===== config.mk =====
export PLATFORM = sky130hd
export DESIGN_NAME = div_seq
export DESIGN_NICKNAME = d
export VERILOG_FILES = /design/src/rtl/div_seq.sv
export SDC_FILE = /design/constraint.sdc
export NUM_CORES = 1
export LEC_CHECK = 0
export BUFFER_PORTS_ARGS = -buffer_cell sky130_fd_sc_hd__buf_4
export CORE_MARGIN = 2
export CORE_UTILIZATION = 60
export DETAILED_ROUTE_END_ITERATION = 12
export GPL_TIMING_DRIVEN = 0
export PLACE_DENSITY = 0.82
export SYNTH_ARGS = -nofsm -noshare
export SYNTH_HDL_FRONTEND = slang
export SYNTH_SLANG_ARGS = --single-unit

===== constraint.sdc =====
create_clock -name clk -period 12.3 [get_ports clk]
set_clock_uncertainty 0.05 [all_clocks]
set_input_delay 2.46 -clock clk [delete_from_list [all_inputs] [get_ports clk]]
set_output_delay 2.46 -clock clk [all_outputs]
set_load 0.01 [all_outputs]

===== src/rtl/div_seq.sv =====
// Sequential radix-2 restoring divider for DIV/DIVU: one quotient bit per clock,
// returns {remainder, quotient} with a registered ready flag held until start drops.
module div_seq #(
   parameter int WIDTH = 32
) (
   input  logic               clk,
   input  logic               rst,
   input  logic               signed_div_i,
   input  logic [WIDTH-1:0]   opdata1_i,
   input  logic [WIDTH-1:0]   opdata2_i,
   input  logic               start_i,
   input  logic               annul_i,
   output logic [2*WIDTH-1:0] result_o,
   output logic               ready_o
);

   localparam int CNT_W = $clog2(WIDTH + 1);

   typedef enum logic [1:0] {IDLE, BYZERO, ON, END} state_t;

   state_t             state;
   logic [CNT_W-1:0]   counter;
   logic [WIDTH-1:0]   divisor;
   logic [WIDTH-1:0]   rem;
   logic [WIDTH-1:0]   quo;
   logic               neg_a;
   logic               neg_b;
   logic               is_signed;
   logic [WIDTH:0]     shifted;
   logic [WIDTH:0]     trial;

   // Magnitude of an operand; the most negative value maps onto itself, which is
   // still correct when the register is then treated as unsigned.
   function automatic logic [WIDTH-1:0] mag(input logic [WIDTH-1:0] v, input logic sgn);
      return (sgn && v[WIDTH-1]) ? -v : v;
   endfunction

   function automatic logic [WIDTH-1:0] fix_sign(input logic [WIDTH-1:0] v, input logic neg);
      return neg ? -v : v;
   endfunction

   // Partial remainder gains one bit of headroom so the trial difference sign is exact.
   always_comb begin
      shifted = {rem, quo[WIDTH-1]};
      trial   = shifted - {1'b0, divisor};
   end

   always_ff @(posedge clk) begin
      if (rst) begin
         state    <= IDLE;
         ready_o  <= 1'b0;
         result_o <= '0;
         counter  <= '0;
      end else begin
         case (state)
            IDLE: begin
               if (start_i && !annul_i) begin
                  if (opdata2_i == '0) begin
                     state <= BYZERO;
                  end else begin
                     state     <= ON;
                     divisor   <= mag(opdata2_i, signed_div_i);
                     quo       <= mag(opdata1_i, signed_div_i);
                     rem       <= '0;
                     counter   <= '0;
                     neg_a     <= opdata1_i[WIDTH-1];
                     neg_b     <= opdata2_i[WIDTH-1];
                     is_signed <= signed_div_i;
                  end
               end
            end
            BYZERO: begin
               if (annul_i) begin
                  state <= IDLE;
               end else begin
                  state    <= END;
                  result_o <= '0;
                  ready_o  <= 1'b1;
               end
            end
            ON: begin
               if (annul_i) begin
                  state    <= IDLE;
                  ready_o  <= 1'b0;
                  result_o <= '0;
               end else if (counter == CNT_W'(WIDTH)) begin
                  state    <= END;
                  ready_o  <= 1'b1;
                  result_o <= {fix_sign(rem, is_signed && neg_a),
                               fix_sign(quo, is_signed && (neg_a ^ neg_b))};
               end else begin
                  if (!trial[WIDTH]) begin
                     rem <= trial[WIDTH-1:0];
                     quo <= {quo[WIDTH-2:0], 1'b1};
                  end else begin
                     rem <= shifted[WIDTH-1:0];
                     quo <= {quo[WIDTH-2:0], 1'b0};
                  end
                  counter <= counter + 1'b1;
               end
            end
            END: begin
               if (!start_i) begin
                  state    <= IDLE;
                  ready_o  <= 1'b0;
                  result_o <= '0;
               end
            end
            default: state <= IDLE;
         endcase
      end
   end

endmodule

==> summary.txt <==
Synthesis
  • Ys flop type: edfxtp_1
  • Ys Warns: 0
  • Post-synthesis async set-or-reset flop share: 0%
  • Library cells used by synthesis: 63
  • Syn Area/Cell: 8.86 um^2
  • Number of flops mapped to enable cells by yosys: 99
  • Syn_nets: 1,346
  • Seq/Total Area, Yosys: 40.6%
  • Synthesized cell area: 0.0109 mm^2
  • Seq cells post-synth: 172
  • Synth Instances: 1,233

STA
  • Period minus WS final: 5.55 ns
  • RSZ-0062 raised after global routing: no
  • Final TNS setup: 0 ns
  • Final cycle utilization of the critical path: 45.1%
  • Max Slew Vio Count: 0
  • Slew at the pin closest to its max-slew limit: 1.05 ns
  • F_max: 180 MHz
  • Rel. slew slack: 29.5%
  • Final setup viols: 0
  • Final hold violation count: 0
  • Worst hold slack: 0.432 ns

Routing
  • Starting DRT DRC Count: 1,035
  • Detailed-router iteration count before antenna repair: 6
  • Vias: 9,948
  • Vias per cell: 6.10
  • Drt wl/cell: 18.8 um
  • Remaining antenna violation count: 0
  • DRC Markers: 0
  • Final wirelength: 30.6 mm

Clocking
  • CTS Buf Count: 17
  • Clock Sinks: 172
  • CTS tree: done
  • Post-CTS setup buffer count: 0
  • Clock transition at the registers of the reported paths: 0.07 ns
  • Longest Clk Path Bufs: 2
  • Hold Buf Count CTS: 0
  • Post-CTS sizing: 0
  • Htree depth: 4
  • Root buffer cell: clkbuf_16
  • Clock latency on the worst-skew pair: 0.44 ns

Cells and area
  • Nets: 1,501
  • Layout cell share with drive strength beyond 1: 13.9%
  • FF+latch area: 0.00443 mm^2
  • Post-Layout Cell Count: 1,630
  • Layout area overhead: 18.2%
  • Multi-input logic area: 0.00605 mm^2
  • Fillers: 1,408
  • Ant. Diodes: 0

Critical path
  • WS Path Type: in2reg
  • Kind of start point of the critical path: input port
  • Critical Path Max Stage Delay: 0.95 ns
  • Slowest stage cell, crit path: nor2b_4
  • CP required: 12.38 ns
  • WP data arrival: 5.63 ns
  • CP Cell Sequence: buf_4, inv_1, ha_1, or4b_2, or3_1, nor3_1, nand4_1, nand2b_1, a21oi_1, nor2b_4, buf_12
  • Worst Path Max Fanout: 33
  • CP Capture Type: flop

Power
  • Tot Pwr: 2.54 mW
  • Maximum vdd drop: 0.136 mV
  • Power density of the placed cells: 197 mW/mm^2
  • Leakage: 5.08 nW

Placement
  • Buffers on Ports: 132
  • GP Congestion: 0.953
  • DPL Wire Length: 23.4 mm
  • Post-Place Cells: 1,598

Global routing
  • Met2 Use GR: 51.1%
  • Met3 Track Usage GR: 6.01%
  • GR met1 Demand/Resource: 42.6%
  • Largest net degree at the start of global routing: 34
  • Initial antenna violation count: 0
  • Total GRT Usage: 31.6%
  • First-pass GRT wire length: 48.6 mm
  • GRT overflow: 0
  • Vias in the first global route: 9,553
  • GRT busiest layer: met2

Floorplan
  • FP Rows: 49
  • Core Area: 0.0179 mm^2
  • Die area: 0.0193 mm^2
  • Chip height: 139 um
  • IO Pins: 134
  • Starting Density: 61.0%
  • Die X: 139 um

Min path
  • HP Class: reg2reg

Status
  • Status: completed

Flow run
  • Max capacitance violation total: 0
==> path summary, 6_finish.rpt <==
path / startpoint / slack (ns) / endpoint / depth (start not counted)
worst max-delay path: opdata2_i[0] / 6.75 / rem[27]$_SDFFCE_PN0P_ / 11
worst min-delay path: counter[5]$_SDFFE_PP0P_ / 0.43 / counter[5]$_SDFFE_PP0P_ / 2
worst max register to register: quo[31]$_DFFE_PP_ / 8.21 / rem[9]$_SDFFCE_PN0P_ / 13
worst min register to register: counter[5]$_SDFFE_PP0P_ / 0.43 / counter[5]$_SDFFE_PP0P_ / 2
==> layout by cell type, fill, tap and decap left out, types with 6 or more instances in the layout <==
cell type,netlist,layout
nor2_1,172,172
buf_4,2,134
nand2_1,102,102
edfxtp_1,99,99
a21oi_1,93,93
o21ai_0,87,87
xnor2_1,82,82
dfxtp_1,73,73
xor2_1,67,67
inv_1,55,55
clkbuf_1,49,49
ha_1,43,43
a22oi_1,42,42
nor3_1,37,37
mux2i_1,32,32
or3_1,18,18
clkbuf_16,0,18
nor4_1,14,14
nand3_1,14,14
o31ai_1,14,14
o41ai_1,12,12
nand2b_1,11,11
a21o_1,11,11
or4_1,11,11
and2_1,9,9
a31oi_1,9,9
nand4_1,7,7
buf_6,3,6
==> through the flow <==
step	setup WS [ns]	utilization [%]	cell area [um^2]
global placement	3.29	68.2	12200
global route	6.51	72.1	12900
floorplan	5.15	-	10900
CTS	6.80	72.1	12900
detailed placement	6.36	68.6	12300
finish	6.75	72.1	12900
==> cells in the mapped netlist (14+ instances only) <==
master    instances  area share, %
dfxtp_1          73             13
or3_1            18            1.0
mux2i_1          32            2.9
ha_1             43            4.9
nor4_1           14           0.80
nand3_1          14           0.64
inv_1            55            1.9
o21ai_0          87            4.0
a21oi_1          93            4.3
nand2_1         102            3.5
o31ai_1          14           0.96
xor2_1           67            5.4
nor2_1          172            5.9
nor3_1           37            1.7
clkbuf_1         49            1.7
edfxtp_1         99             27
xnor2_1          82            6.6
a22oi_1          42            2.9
==> power breakdown <==
group          total (mW)  internal, mW  switching (mW)
Clock               0.590         0.343           0.247
Sequential          0.876         0.756           0.120
Combinational        1.08         0.409           0.667
==> critical path: cells and delay by family <==
| family | cells | cell delay [ns] |
|---|---|---|
| simple gates | 6 | 1.90 |
| compound gates | 1 | 0.60 |
| buf+inv | 3 | 0.44 |
| fa+ha+maj | 1 | 0.20 |
==> final cells by class <==
cell class	count	share of cell area [%]
tap	229	2.22
sequential	172	34.3
clock inverter	13	1.37
multi-input combinational	947	46.8
clock buffer	19	3.59
timing repair buffer	136	8.09
inverter	56	1.63
buffer	58	1.95
==> cell families after synthesis <==
group | Yosys count | share of synthesized area (%)
fa+ha+maj | 44 | 5.11
buf+inv | 114 | 4.22
flops | 172 | 40.6
mux | 36 | 3.34
xor+xnor | 150 | 12.1
simple gates | 414 | 17.2
compound gates | 303 | 17.5
==> state kept, by name (all words and copies together) (netlist names) <==
| signal | cells |
|---|---|
| counter | 6 |
| divisor | 32 |
| is_signed | 1 |
| neg_a | 1 |
| neg_b | 1 |
| quo | 32 |
| ready_o | 1 |
| rem | 32 |
| result_o | 64 |
| state | 2 |
==> per-layer routing <==
layer  wire length (um)  vias up  part of all wire, %
met5                  0        -                    0
li1                   -     4709                    -
met4                756        0                  2.5
met3               2410       70                  7.9
met2              14400      450                   47
met1              13100     4719                   43
(Power assumes the default switching activity.)
